## src/rtl/res_wb_scheduler.sv

```systemverilog
// Result write-back scheduler: buffers MAC/maxpool result bytes and writes them round-robin into four res_ram banks.
// Optional sticky protocol-error output is built when the RES_WB_ERR_EN macro is defined.
module res_wb_scheduler #(
    parameter int FIFO_DEPTH = 4
) (
    input  logic        clk,
    input  logic        reset,
    input  logic        start,
    input  logic [13:0] base_addr,
    input  logic [13:0] total,
    input  logic        in_valid,
    input  logic [7:0]  in_data,
    output logic        in_ready,
    output logic [3:0]  wren,
    output logic [13:0] wr_addr,
    output logic [7:0]  wr_data,
    output logic        busy,
    output logic        done
`ifdef RES_WB_ERR_EN
    ,
    output logic        err
`endif
);

    localparam int PW = (FIFO_DEPTH > 1) ? $clog2(FIFO_DEPTH) : 1;
    localparam int CW = PW + 1;
    localparam logic [CW-1:0] DEPTH_C = CW'(FIFO_DEPTH);

    typedef enum logic [1:0] {
        S_IDLE = 2'd0,
        S_RUN  = 2'd1,
        S_DONE = 2'd2
    } state_e;

    state_e          state_q, state_d;
    logic [7:0]      mem_q [FIFO_DEPTH];
    logic [7:0]      mem_d [FIFO_DEPTH];
    logic [PW-1:0]   wr_ptr_q, wr_ptr_d;
    logic [PW-1:0]   rd_ptr_q, rd_ptr_d;
    logic [CW-1:0]   count_q, count_d;
    logic [13:0]     accepted_q, accepted_d;
    logic [13:0]     total_q, total_d;
    logic [13:0]     remaining_q, remaining_d;
    logic [13:0]     addr_q, addr_d;
    logic [1:0]      bank_q, bank_d;
    logic [3:0]      wren_q, wren_d;
    logic [13:0]     wr_addr_q, wr_addr_d;
    logic [7:0]      wr_data_q, wr_data_d;
    logic            in_ready_q, in_ready_d;
    logic            busy_q, busy_d;
    logic            done_q, done_d;
    logic            push_s;
    logic            pop_s;
    logic            start_acc_s;

    assign start_acc_s = (state_q == S_IDLE) && start;
    assign push_s      = in_valid && in_ready_q;
    assign pop_s       = (state_q == S_RUN) && (count_q != {CW{1'b0}});

    // FSM state register
    always_ff @(posedge clk) begin
        if (reset) begin
            state_q <= S_IDLE;
        end else begin
            state_q <= state_d;
        end
    end

    // FSM next-state: RUN ends one cycle after the final byte has been written
    always_comb begin
        state_d = state_q;
        case (state_q)
            S_IDLE: begin
                if (start) begin
                    state_d = (total == 14'd0) ? S_DONE : S_RUN;
                end else begin
                    state_d = S_IDLE;
                end
            end
            S_RUN: begin
                if (remaining_q == 14'd0) begin
                    state_d = S_DONE;
                end else begin
                    state_d = S_RUN;
                end
            end
            S_DONE:  state_d = S_IDLE;
            default: state_d = S_IDLE;
        endcase
    end

    // FSM outputs, registered from next-cycle state so in_ready tracks registered occupancy
    always_comb begin
        busy_d     = (state_d == S_RUN);
        done_d     = (state_d == S_DONE);
        in_ready_d = (state_d == S_RUN) && (count_d < DEPTH_C) && (accepted_d < total_d);
    end

    // Datapath next-state: pass setup, FIFO push/pop, bank rotation and write port
    always_comb begin
        mem_d       = mem_q;
        wr_ptr_d    = wr_ptr_q;
        rd_ptr_d    = rd_ptr_q;
        count_d     = count_q;
        accepted_d  = accepted_q;
        total_d     = total_q;
        remaining_d = remaining_q;
        addr_d      = addr_q;
        bank_d      = bank_q;
        wren_d      = 4'b0000;
        wr_addr_d   = wr_addr_q;
        wr_data_d   = wr_data_q;

        if (start_acc_s) begin
            addr_d      = base_addr;
            total_d     = total;
            remaining_d = total;
            accepted_d  = 14'd0;
            bank_d      = 2'd0;
        end else begin
            if (push_s) begin
                mem_d[wr_ptr_q] = in_data;
                wr_ptr_d        = wr_ptr_q + {{(PW-1){1'b0}}, 1'b1};
                accepted_d      = accepted_q + 14'd1;
            end else begin
                wr_ptr_d   = wr_ptr_q;
                accepted_d = accepted_q;
            end

            if (pop_s) begin
                wren_d      = 4'b0001 << bank_q;
                wr_addr_d   = addr_q;
                wr_data_d   = mem_q[rd_ptr_q];
                rd_ptr_d    = rd_ptr_q + {{(PW-1){1'b0}}, 1'b1};
                bank_d      = bank_q + 2'd1;
                remaining_d = remaining_q - 14'd1;
                // The address advances once per four-bank row; 14-bit wrap is intended
                if (bank_q == 2'd3) begin
                    addr_d = addr_q + 14'd1;
                end else begin
                    addr_d = addr_q;
                end
            end else begin
                wren_d = 4'b0000;
            end
        end

        case ({push_s, pop_s})
            2'b10:   count_d = count_q + {{(CW-1){1'b0}}, 1'b1};
            2'b01:   count_d = count_q - {{(CW-1){1'b0}}, 1'b1};
            default: count_d = count_q;
        endcase
    end

    // Datapath and output registers
    always_ff @(posedge clk) begin
        if (reset) begin
            wr_ptr_q    <= {PW{1'b0}};
            rd_ptr_q    <= {PW{1'b0}};
            count_q     <= {CW{1'b0}};
            accepted_q  <= 14'd0;
            total_q     <= 14'd0;
            remaining_q <= 14'd0;
            addr_q      <= 14'd0;
            bank_q      <= 2'd0;
            wren_q      <= 4'b0000;
            wr_addr_q   <= 14'd0;
            wr_data_q   <= 8'd0;
            in_ready_q  <= 1'b0;
            busy_q      <= 1'b0;
            done_q      <= 1'b0;
        end else begin
            wr_ptr_q    <= wr_ptr_d;
            rd_ptr_q    <= rd_ptr_d;
            count_q     <= count_d;
            accepted_q  <= accepted_d;
            total_q     <= total_d;
            remaining_q <= remaining_d;
            addr_q      <= addr_d;
            bank_q      <= bank_d;
            wren_q      <= wren_d;
            wr_addr_q   <= wr_addr_d;
            wr_data_q   <= wr_data_d;
            in_ready_q  <= in_ready_d;
            busy_q      <= busy_d;
            done_q      <= done_d;
        end
    end

    // FIFO storage; contents are qualified by count so no reset is needed
    always_ff @(posedge clk) begin
        mem_q <= mem_d;
    end

`ifdef RES_WB_ERR_EN
    logic err_q, err_d;

    // Sticky error on data offered while idle or beyond the pass length
    always_comb begin
        if (start_acc_s) begin
            err_d = 1'b0;
        end else if (in_valid && ((state_q == S_IDLE) || (accepted_q >= total_q))) begin
            err_d = 1'b1;
        end else begin
            err_d = err_q;
        end
    end

    // Error flag register
    always_ff @(posedge clk) begin
        if (reset) begin
            err_q <= 1'b0;
        end else begin
            err_q <= err_d;
        end
    end

    assign err = err_q;
`endif

    assign in_ready = in_ready_q;
    assign wren     = wren_q;
    assign wr_addr  = wr_addr_q;
    assign wr_data  = wr_data_q;
    assign busy     = busy_q;
    assign done     = done_q;

endmodule

```

## config.mk

```make
export PLATFORM = sky130hd
export DESIGN_NAME = res_wb_scheduler
export DESIGN_NICKNAME = d
export VERILOG_FILES = /design/src/rtl/res_wb_scheduler.sv
export SDC_FILE = /design/constraint.sdc
export NUM_CORES = 1
export LEC_CHECK = 0
export BUFFER_PORTS_ARGS = -buffer_cell sky130_fd_sc_hd__buf_2
export CORE_MARGIN = 1
export CORE_UTILIZATION = 55
export CTS_CLUSTER_SIZE = 16
export DETAILED_ROUTE_END_ITERATION = 16
export PLACE_DENSITY = 0.72
export SYNTH_ARGS = -nofsm -noshare
export SYNTH_HDL_FRONTEND = slang
export SYNTH_SLANG_ARGS = --single-unit
export TNS_END_PERCENT = 10
```

## constraint.sdc

```tcl
create_clock -name clk -period 3.4 [get_ports clk]
set_clock_uncertainty 0.05 [all_clocks]
set_input_delay 0.34 -clock clk [delete_from_list [all_inputs] [get_ports clk]]
set_output_delay 0.34 -clock clk [all_outputs]
set_load 0.02 [all_outputs]
```

==> results of run 1 <==
metrics by stage:
step / total power [W] / instances
6_report: 0.004052 / 800
5_1_grt: 0.004235 / 800
4_1_cts: 0.004073 / 800
3_5_place_dp: 0.002328 / 760
3_3_place_gp: 0.002306 / 760
2_1_floorplan: 0.002163 / 584
power by group:
part           total (W)  switching [W]  internal (W)
clock network    0.00174       0.000693       0.00105
logic           0.000570       0.000347      0.000223
registers        0.00174      0.0000872       0.00165
total            0.00405        0.00113       0.00293
critical path, cell delays in order, from the launching register on:
cell	delay, ns
dfxtp_1	0.34
or3_1	0.45
nand2_1	0.11
inv_1	0.07
ha_1	0.21
fa_1	0.38
xnor2_1	0.16
nor2_1	0.06
xor2_1	0.16
a2111oi_0	0.42
o311a_2	0.24
what timing repair did:
| item | CTS | global route |
|---|---|---|
| buffers inserted | 0 | 0 |
| endpoints found under the hold margin | 32 | 0 |
| hold buffers | 8 | 0 |
sequential cells by signal (all words and copies together) (netlist names), 3 cells and up:
register / count
mem_q: 32
accepted_q: 14
addr_q: 14
remaining_q: 14
total_q: 14
wr_addr: 14
wr_data: 8
wren: 4
count_q: 3
cell usage in the layout, fill, tap and decap left out, drive strengths merged, types with 3 or more instances in the layout:
cell type	count
mux2i	11
inv	16
a32oi	3
dlygate4sd3	8
a31oi	6
nand3	15
xnor2	14
nor2	82
or4	4
buf	75
nand4	12
xor2	8
dfxtp	96
ha	22
o211ai	3
o21ai	17
a21oi	57
nor4	13
nor2b	4
clkinvlp	3
clkbuf	17
and3	6
clkinv	6
a21boi	3
and2	4
edfxtp	32
nand2	76
nor3	12
mux4	8
a222oi	3
layout make-up:
| type | count | area [um2] | share of cell area |
|---|---|---|---|
| inverter | 12 | 45.04 | 0.006720 |
| multi-input combinational | 412 | 2562 | 0.3823 |
| clock inverter | 15 | 158.9 | 0.02371 |
| tap | 133 | 166.4 | 0.02483 |
| clock buffer | 17 | 414.1 | 0.06179 |
| timing repair buffer | 83 | 473.0 | 0.07056 |
| sequential | 128 | 2883 | 0.4301 |
metal layers:
| metal | GRT usage | part of all wire |
|---|---|---|
| met3 | 0.06508 | 0.054 |
| met2 | 0.4056 | 0.47 |
| met4 | 0.1138 | 0.018 |
| met5 | 0 | 0 |
| met1 | 0.3325 | 0.45 |
worst max-delay path by stage:
| stage | slack [ns] | depth (start not counted) | end | start |
|---|---|---|---|---|
| 5_1_grt | 0.51 | 10 | in_ready | count_q[1] |
| 3_3_place_gp | 0.77 | 8 | in_ready | start |
| 6_report | 0.70 | 10 | in_ready | count_q[1] |
| 4_1_cts | 0.67 | 10 | in_ready | count_q[1] |
| 2_1_floorplan | 0.57 | 11 | in_ready | count_q[1] |
| 3_5_place_dp | 0.67 | 10 | in_ready | count_q[1] |
cells by family after synthesis:
group / count (synthesis) / synth area share
AND/OR/NAND/NOR: 236 / 0.1951
flip-flops: 128 / 0.5138
AO/OA/AOI/OAI: 111 / 0.1200
buffers and inverters: 44 / 0.03033
adder cells (fa/ha/maj): 23 / 0.05263
XOR/XNOR: 22 / 0.03435
multiplexers: 20 / 0.05375
==> reports/results.txt, run 1 <==
The flow ran to the end, and the final reports show no timing, DRC or antenna violations. The clock reaches the later pin of the worst-skew pair after 0.52 ns. The area of the placeable core came out at 9819 um2.

Yosys mapped a number of flops with a built-in enable equal to 32. The first routing iteration left 218 violations. For this run, the post-layout net count is 717.

The tools report the final core utilization as 0.6826. In this run, distinct cell masters in the synthesized netlist total 55. For this run, the leading register cell type out of synthesis is dfxtp_1. The run gives 12.27 mm as the total wirelength of the detailed-routed design.

I/O pin total: 69. The tools report the end of the worst register-to-register path as in_ready. The worst slack on hold paths is 0.01273 ns, and the final hold violation count is 0. The ratio of final minimum period to clock period is 0.7950, and the number of max-slew violations in the final report is 0. At the end of routability-driven placement, the weighted congestion stood at 0.8401. Summing all placed instances gives a cell area of 6050 um2. The path class of the tightest hold or removal check is in2reg.

The total overflow left after global routing is 0. The tree built by TritonCTS fans out to 128 sinks. Ranked by total cell area, the synthesized netlist is headed by dfxtp_1 34%, edfxtp_1 17%, nor2_1 5.5%, a21oi_1 5.1%, nand2_1 5.1%.

In this run the remaining antenna-violating nets after routing total 0. By count the netlist is led by 96 x dfxtp_1, 82 x nor2_1, 76 x nand2_1. The worst hold path was traced through 3 stages. The post-synthesis sequential area ratio came out at 0.5138.

The cell at the root of the clock tree is clkbuf_8. Number of warning messages in the yosys log: 0. The logs give 0 for the DRC violations left and 0.4654 for the worst max-slew margin expressed relative to the limit. The endpoint of the worst hold-timing path is addr_q[7]. After clock tree synthesis, the clock-pin slew on the worst setup and hold paths is 0.06 ns. Buffers placed on the I/O ports in this run total 68. Synthesis inferred 128 register bits. After technology mapping, the gate count stands at 584. The number of clock buffers added by TritonCTS is 17. After routing the design area is 6703 um2.

The via count of the first global-routing pass was 4265. The most instantiated library cell after synthesis is dfxtp_1. Across the run, the number of max-cap violations was 0. Setup repair after global routing left no endpoint under its margin. The longest clock path from root to sink contains 2 buffers.

The logs give 0 for the number of cells upsized or downsized after cts and 784 for the number of fill cells. The startpoint identified for the worst hold timing path is base_addr[7]. The initial antenna violation count was 0. The worst setup path is captured at a register.

The register-to-register path setup slack is 0.70 ns. The pin count of the biggest net entering global routing was 61. Row generation in the floorplan step produced 36 rows. Leakage power summed over all cells: 2.614 nW.

Mean instance size in the synthesized netlist: 9.607 um2. The HPWL after detailed placement is 8.244 mm. Required time at the endpoint of the critical path: 3.82 ns. Summed over all instances, the cell type with the most area after synthesis is dfxtp_1. The starting density of the core is 0.5714.

The tools report the critical path startpoint category as a register. The shortest period the worst path allows is 2.703 ns, and the share of flip-flops with an asynchronous set or reset after synthesis is 0. The die extent in y was 103 um. The worst register-to-register path begins at count_q[1]. The first global-routing pass estimated 20.40 mm of wire. The logs give 0 for the antenna diode count and 4507 for the via total after detailed routing. For the total die area, the log shows 10610 um2.

The final-report setup violation count is 0. The tools report the post-synth net total as 647. The synthesized netlist occupies a cell area of 5610 um2.

For the total negative setup slack, the log shows 0 ns. In this run the worst path has a maximum fanout of 4. Number of iterations in the first detailed-routing pass: 5. Area share of the leading cell type in the synthesized netlist: 0.3426.

The aggregate global-route resource usage was 0.2561; the worst setup slack before clock tree synthesis was 0.6745 ns. The worst-case IR drop observed on VDD is 0.3572 mV. The worst-case setup margin in the final layout came out at 0.6970 ns. TritonCTS built the clock tree. The number of cells on the worst reg-to-reg path is 10. Dividing the detail-routed via count by the number of cells gives 5.634. At the pin with the least slew margin, the transition time is 0.7945 ns. The die is 103 um wide.

The worst endpoint data arrival time is 3.12 ns. The mean routed wirelength per cell was 15.34 um; the maximum clock frequency was 0.3700 GHz. The critical path is of the reg2reg type. The power density relative to cell area works out to 604.5 nW/um2. The H-tree depth came out at 4.

From synthesis to final layout, the design area changed by 19.47%. The layout cell share with drive strength beyond 1 came out at 0.1844.
Power figures use the tool's default switching activity.
==> run 2: changes to the inputs <==
ABC_AREA = 1   (was default)
clock period = 2.6 ns   (was 3.4 ns; I/O delays follow)
==> run 2 against run 1 <==
  * Critical path depth rose by 4
  * Via count rose by 18%
  * Power rose by 33%
  * Worst hold slack improved by 0.010 ns
  * Synthesized cell count rose by 33%
  * Sequential share of layout area fell by 3.1 points
  * Non-clock buffer count rose by 12
  * Largest power group unchanged
==> reports/results.txt, run 2 <==
Global-route congestion overflow total: 0. The tools report the H-tree depth as 4. In this run the cell area of the synthesized design comes to 6025 um2. The worst hold path begins at base_addr[7]. For this run, the top clock speed supported by timing is 0.4174 GHz.

The critical path startpoint category was a register. The final layout contains routed wiring with a total length of 13.97 mm. Worst hold path cell count: 5. Worst setup slack before clock tree synthesis: 0.2928 ns. The tools report the aggregate global-route resource usage as 0.2630. The largest single stage delay on the critical path is 0.40 ns.

The worst-margin pin slew was 0.6991 ns. The peak-usage layer in the global routing report was met2. The startpoint identified for the worst register-to-register timing path is in_ready. Adding up every negative setup slack in the final design gives 0 ns.

The post-synthesis sequential area ratio was 0.4785; the worst ir drop on vdd was 0.4867 mV. Ranked by flip-flop count, first place goes to mem_q. In the layout the commonest cells are 166 x nand2_1, 133 x nor2_1, 96 x dfxtp_1, 78 x inv_1, 68 x buf_2. The leakage power summed over all cells is 3.147 nW. Number of max-slew violations in the final report: 0. For this run, the number of standard cells in the final layout without fillers is 1014. The share of flip-flops with an asynchronous set or reset after synthesis is 0, and the worst max-slew margin expressed relative to the limit is 0.5334. The class of the tightest hold or removal check is in2reg. The critical-path maximum fanout is 8, and the residual antenna-violating net count after detailed routing is 0. The layout cell share with drive strength beyond 1 is 0.1560. Counting the buffers created by CTS gives 17. The antenna diode count came out at 0.

In this run the power density over the cells is 747.2 nW/um2. At the end of routability-driven placement, the weighted congestion stood at 0.8638. CTS placed an instance of clkbuf_8 at the clock tree root. TritonCTS built the clock tree. The net count of the finished layout is 928. Data on the critical path is required at its endpoint by 3.02 ns. The worst-case setup margin in the final layout was 0.2039 ns. In this run, the number of DRC markers left after iteration 0 of detailed routing was 383. In this run, distinct cell masters in the synthesized netlist total 37. Setup repair after global routing left no endpoint under its margin. The ratio of final minimum period to clock period is 0.9216. For the final core utilization, the log shows 0.6904. Entering global routing, the biggest net connects 54 pins.

The number of nets in the synthesized netlist is 839. The run gives 0 as the initial antenna violation count. The area of the placeable core is 10460 um2. Walking the worst path, the cells encountered are nand2_2 -> nor2_1 -> nand2_1 -> nor2_2 -> inv_1 -> o21ai_0 -> nor2_1 -> ha_1 -> a21oi_1 -> nand3b_1 -> a21oi_1 -> nor3_1 -> nand2_1 -> nor2_1.

The logs give 0 for the final hold violation count and 2883 um2 for the area of all sequential standard cells. CTS saw 128 sinks. The number of synthesized flops with an enable pin came out at 32. For hold timing, the worst endpoint is addr_q[7]. The synthesized design contains 128 register bits.

The first global-routing pass estimated 23.18 mm of wire. Cell with the largest stage delay on the worst path: dfxtp_1. The starting density of the core was 0.5758; the number of iterations in the first detailed-routing pass was 5. On the final layout, the worst hold slack is 0.02317 ns.

The run gives 0.20 ns as the register-to-register path setup slack. The worst endpoint data arrival time came out at 2.81 ns. The number of core rows was 37.

Counting cells, the worst reg-to-reg path comes to 14. Via count of the first global-routing pass: 4993. The total die area is 11380 um2. The run finished with clean final reports. The largest total area in the synthesized netlist belongs to dfxtp_1. The number of fill cells was 873. Pin placement for this block handled 69 I/O pins. The die extent in y was 106.7 um; the fraction of met2 tracks used by global routing was 0.4166. The worst setup path is captured at a register.

Summing all multi-input logic gate instances after layout gives 2691 um2. Via-per-instance ratio: 5.253. In this run the critical register-to-register path is captured at in_ready.

Relative to the synthesized area, the layout overhead comes to 19.90%. In the routed design, unresolved DRC markers number 0. Dividing the synthesized area by the synthesized cell count gives 7.764 um2.

The flip-flop count of the largest register, all copies and words added came out at 32. Max-cap violations in this run came to 0. The HPWL after detailed placement is 9.506 mm. For this run, the leading register cell type out of synthesis is dfxtp_1. Sorting the synthesized cells by how often they occur yields 166 x nand2_1, 134 x nor2_1, 96 x dfxtp_1. Setup violations remaining at the end of the flow were counted as 0. Including well taps, the total number of placed cells is 965. In this run the tool buffered the top-level ports with 68 buffer cells. The post-CTS setup buffer count was 0; the CTS clock-pin slew for the worst setup and hold paths was 0.06 ns. The later-pin clock latency in the skew report is 0.53 ns, and the routing usage on met1 is 0.3500. Ranked by total cell area, the synthesized netlist is headed by dfxtp_1 32%, edfxtp_1 16%, nand2_1 10%, nor2_1 8.3%, o21ai_0 5.0%. Most prevalent standard cell on the critical path: nor2_1. In the synthesized netlist, the number of instances is 776. The area share of the leading cell type in the synthesized netlist came out at 0.3190.

Most instantiated library cell after synthesis: nand2_1. The mean routed wirelength per cell came out at 13.78 um. The library cell used most frequently in the layout, excluding fill and tap cells, is nand2_1. Across all layers, the routed design uses 5327 vias.

The tools report the global-route met3 utilization as 0.05653. During synthesis, Yosys emitted a total of 0 warnings. The shortest period the worst path allows works out to 2.396 ns. The path type of the worst setup path was reg2reg. The die is 106.7 um wide. The longest clock path from root to sink contains 2 buffers.
## run 2: changes by cell type after synthesis, moves of 10 or more
cell      delta
xnor2_1     -12
mux2i_1     -11
clkbuf_1    -16
inv_1       +66
nand2_1     +90
o21ai_0     +43
nor2_1      +52
a21oi_1     -21
buf_2       +10
a31oi_1     +18
## run 2: worst max-delay path by stage
stage / start / to / slack, ns / cells past startpoint
finish: in_ready / in_ready / 0.20 / 14
global route: in_ready / in_ready / 0.006 / 14
floorplan: in_ready / in_ready / 0.43 / 13
global placement: in_ready / in_ready / 0.38 / 14
CTS: in_ready / in_ready / 0.24 / 13
detailed placement: in_ready / in_ready / 0.29 / 14
## run 2: power by group
part | internal (W) | switching (W)
Clock | 0.00129 | 0.000963
Sequential | 0.00217 | 0.0000909
Combinational | 0.000304 | 0.000570
Total | 0.00377 | 0.00162
## run 2: worst max-delay path, delay by kind of cell, from the launching register on
family / cells / cell delay [ns]
buffers and inverters: 1 / 0.08
flip-flops: 1 / 0.40
AND/OR/NAND/NOR: 9 / 1.08
AO/OA/AOI/OAI: 3 / 0.42
adder cells (fa/ha/maj): 1 / 0.30
## run 2: per-stage QoR
stage,area [um2],power (W)
CTS,7221,0.005423
finish,7223,0.005397
global route,7223,0.005660
detailed placement,6486,0.003152
global placement,6486,0.003131
floorplan,6025,0.002912
## run 2: repair_timing
item | 4_1_cts | 5_1_grt
hold buffers | 17 | 0
endpoints found under the hold margin | 41 | 0
setup endpoints to repair | 0 | 1
resized for setup | 0 | 1
## run 2: layout make-up
class / instances / area share
timing repair buffer: 95 / 0.08107
clock inverter: 15 / 0.02079
sequential: 128 / 0.3991
multi-input combinational: 536 / 0.3726
inverter: 87 / 0.04556
tap: 136 / 0.02356
clock buffer: 17 / 0.05734
## run 2: logic make-up (layout without fill, tap and decap cells)
| logic type | Yosys count | after routing | share of synthesized area |
|---|---|---|---|
| AOI/OAI and AO/OA | 128 | 128 | 0.1144 |
| xor gates and xnor gates | 19 | 19 | 0.02762 |
| adders and majority gates | 23 | 23 | 0.04901 |
| buffers and inverters | 112 | 214 | 0.07518 |
| DFF | 128 | 128 | 0.4785 |
| and+or+nand+nor | 366 | 366 | 0.2552 |
## run 2: layer usage
layer,routed length [um],vias up,part of all wire
met3,814,19,0.058
met2,6459,167,0.46
met4,214,0,0.015
met1,6482,2433,0.46
met5,0,-,0
li1,-,2708,-
==> run 3: changes to the inputs <==
RECOVER_POWER = 50   (was default)
==> run 3 against run 2 <==
  * Count of clock-buffer cells in the layout stayed put
  * Sequential power hardly changed
  * Global-route usage stayed put
  * Design area is 0.83% lower
  * Largest power group unchanged
  * Maximum frequency hardly changed
==> reports/results.txt, run 3 (synthesis gave the netlist of run 2 again) <==
The run finished with clean final reports. The number of port buffers works out to 68. The analysis attributes to cell leakage a power of 2.989 nW. At the pin with the least slew margin, the transition time is 0.7597 ns. The run gives 900 as the number of fill cells. Register-to-register path setup slack: 0.20 ns. In this design, the largest share of critical-path delay is due to simple AND/OR/NAND/NOR gates. The ratio of final minimum period to clock period came out at 0.9218. The tools report the number of core rows as 37. Leaving out fill and tap cells, the most frequent cell in the layout is nand2_1.

The via count of the first global-routing pass came out at 4993. The run gives 348 as the violation count after the first detailed-route iteration. The total die area came out at 11380 um2. The endpoint of the worst hold-timing path is addr_q[7]. The logs give 0.4173 GHz for the maximum clock frequency and 10460 um2 for the area of the placeable core. The logs give 4 for the H-tree depth and 0 for the final hold violation count. The tools report the critical path startpoint category as a register. Global-route congestion overflow total: 0. The routed design has 14.00 mm of wire. Detailed placement finished with a half-perimeter wire length of 9.506 mm. Clock-pin slew was measured on the worst setup and hold paths at 0.06 ns. The tool flagged a number of max-cap violations equal to 0. The clock sink count was 128. The most prevalent standard cell on the critical path was nor2_1. In the final timing run, aggregate negative setup slack is 0 ns. The finished layout holds 1014 standard cells, fillers aside. Aggregate global-route resource usage: 0.2630. The tightest min-delay check is of the in2reg type.

The via total after detailed routing is 5345. The logic depth of the worst register-to-register path works out to 14. The startpoint identified for the worst register-to-register timing path is in_ready. For the later-pin clock latency in the skew report, the log shows 0.53 ns. Cell at the root of the clock tree: clkbuf_8. Setup violations remaining at the end of the flow were counted as 0. The die extent in y came out at 106.7 um.

The cell with the largest stage delay on the worst path was dfxtp_1. Ranked by flip-flop count, first place goes to mem_q. Dividing total power by cell area gives a power density of 749.7 nW/um2.

The number of buffer and inverter instances along the worst setup path came out at 1. The run gives 0 as the initial antenna violation count. The signal on the critical path passes through nand2_2 -> nor2_1 -> nand2_1 -> nor2_2 -> inv_1 -> o21ai_0 -> nor2_1 -> ha_1 -> a21oi_1 -> nand3b_1 -> a21oi_1 -> nor3_1 -> nand2_1 -> nor2_1. Flip-flop count of the largest register, all copies and words added: 32.

In this run the critical register-to-register path is captured at in_ready. The pre-antenna-repair detailed-routing pass consisted of 5 iterations. The area growth from synthesis to layout is 18.90%. The run gives 0 as the number of max-slew violations in the final report. Starting density of the core: 0.5758.

Subtracting the final worst setup slack from the clock period gives 2.397 ns. The worst max-slew margin expressed relative to the limit is 0.4935, and the via-per-instance ratio is 5.271. The width of the die works out to 106.7 um. The worst hold path cell count works out to 5. 0 antenna diodes ended up in the layout. For the DRC violations left, the log shows 0.

TritonCTS built the clock tree. TritonCTS created 17 clock buffers. After detailed placement, the design holds a cell count of 965.

The worst ir drop on vdd was 0.4874 mV; the worst stage delay on the critical path was 0.40 ns. After the last flow step, the layout net total stands at 928. The run gives 0 as the residual antenna-violating net count after detailed routing. The critical-path maximum fanout came out at 8. STA classifies the critical path endpoint as a register. Routability-driven placement finished with a final weighted congestion of 0.8638.

The logs give 23.18 mm for the first-pass GRT wire length and 2 for the maximum clock path buffer count. The mean routed wirelength per cell came out at 13.80 um. The top cell types in the final layout, fill and taps aside, are 166 x nand2_1, 133 x nor2_1, 96 x dfxtp_1, 80 x inv_1, 60 x o21ai_0. Layout cell share with drive strength beyond 1: 0.1082. The worst endpoint data arrival time came out at 2.81 ns.

69 I/O pins were placed. The pin count of the biggest net entering global routing is 54. The tools report the worst hold path startpoint as base_addr[7]. The required time at the endpoint of the critical path was 3.01 ns. The run gives 0 as the post-CTS setup buffer count. By startpoint and endpoint, the worst setup path is classified as reg2reg. Setup repair after global routing left no endpoint under its margin.
run 3: cell count changes in the layout (fill, tap and decap cells not counted), moves of 2 or more:
cell      change
inv_1         +2
inv_2         -2
buf_4         -2
clkbuf_1     +39
buf_2        -37
run 3: report_power, final:
group / total, W / internal, W / switching, W
Combinational: 0.000851 / 0.000284 / 0.000567
Clock: 0.00225 / 0.00129 / 0.000959
Sequential: 0.00227 / 0.00217 / 0.0000920
Total: 0.00537 / 0.00375 / 0.00162
run 3: per-layer routing:
layer	GRT usage	share of wire
met1	0.3500	0.46
met2	0.4166	0.46
met3	0.05653	0.059
met4	0.1067	0.017
met5	0	0
run 3: per-stage QoR:
stage | total power [W] | util | instance area (um2) | setup slack, ns | hold slack, ns
after floorplan | 0.002912 | - | 6025 | 0.4256 | 0.3089
after global placement | 0.003131 | 0.6199 | 6486 | 0.3752 | 0.4090
after detailed placement | 0.003152 | 0.6199 | 6486 | 0.2928 | 0.4180
after CTS | 0.005423 | 0.6901 | 7221 | 0.2379 | 0.004169
after global routing | 0.005638 | 0.6846 | 7163 | 0.01374 | 0.02083
final | 0.005370 | 0.6846 | 7163 | 0.2034 | 0.02624
run 3: area by class of cell:
cell class              instances  area (um2)  area share
inverters                      87       327.8     0.04576
clock inverters                15       150.1     0.02096
clock buffers                  17       414.1     0.05782
multi-input cells             536        2686      0.3750
repair buffers                 95       531.8     0.07424
flip-flops and latches        128        2883      0.4024
well taps                     136       170.2     0.02376
run 3: how the worst max path moves through the flow:
| stage | start | endpoint | slack (ns) | cells past startpoint |
|---|---|---|---|---|
| 2_1_floorplan | in_ready | in_ready | 0.43 | 13 |
| 3_3_place_gp | in_ready | in_ready | 0.38 | 14 |
| 3_5_place_dp | in_ready | in_ready | 0.29 | 14 |
| 4_1_cts | in_ready | in_ready | 0.24 | 13 |
| 5_1_grt | in_ready | in_ready | 0.01 | 14 |
| 6_report | in_ready | in_ready | 0.20 | 14 |
run 3: worst reg2reg max path, stage by stage (launching register included):
cell and delay, ns:
dfxtp_1 0.40, nand2_2 0.14, nor2_1 0.16, nand2_1 0.13
nor2_2 0.14, inv_1 0.08, o21ai_0 0.21, nor2_1 0.10
ha_1 0.30, a21oi_1 0.14, nand3b_1 0.12, a21oi_1 0.07
nor3_1 0.14, nand2_1 0.07, nor2_1 0.08
run 3: repair_timing:
action | in CTS | in global routing
gates resized for setup | 0 | 1
setup endpoints to repair | 0 | 1
hold endpoints to repair | 41 | 0
hold buffers | 17 | 0
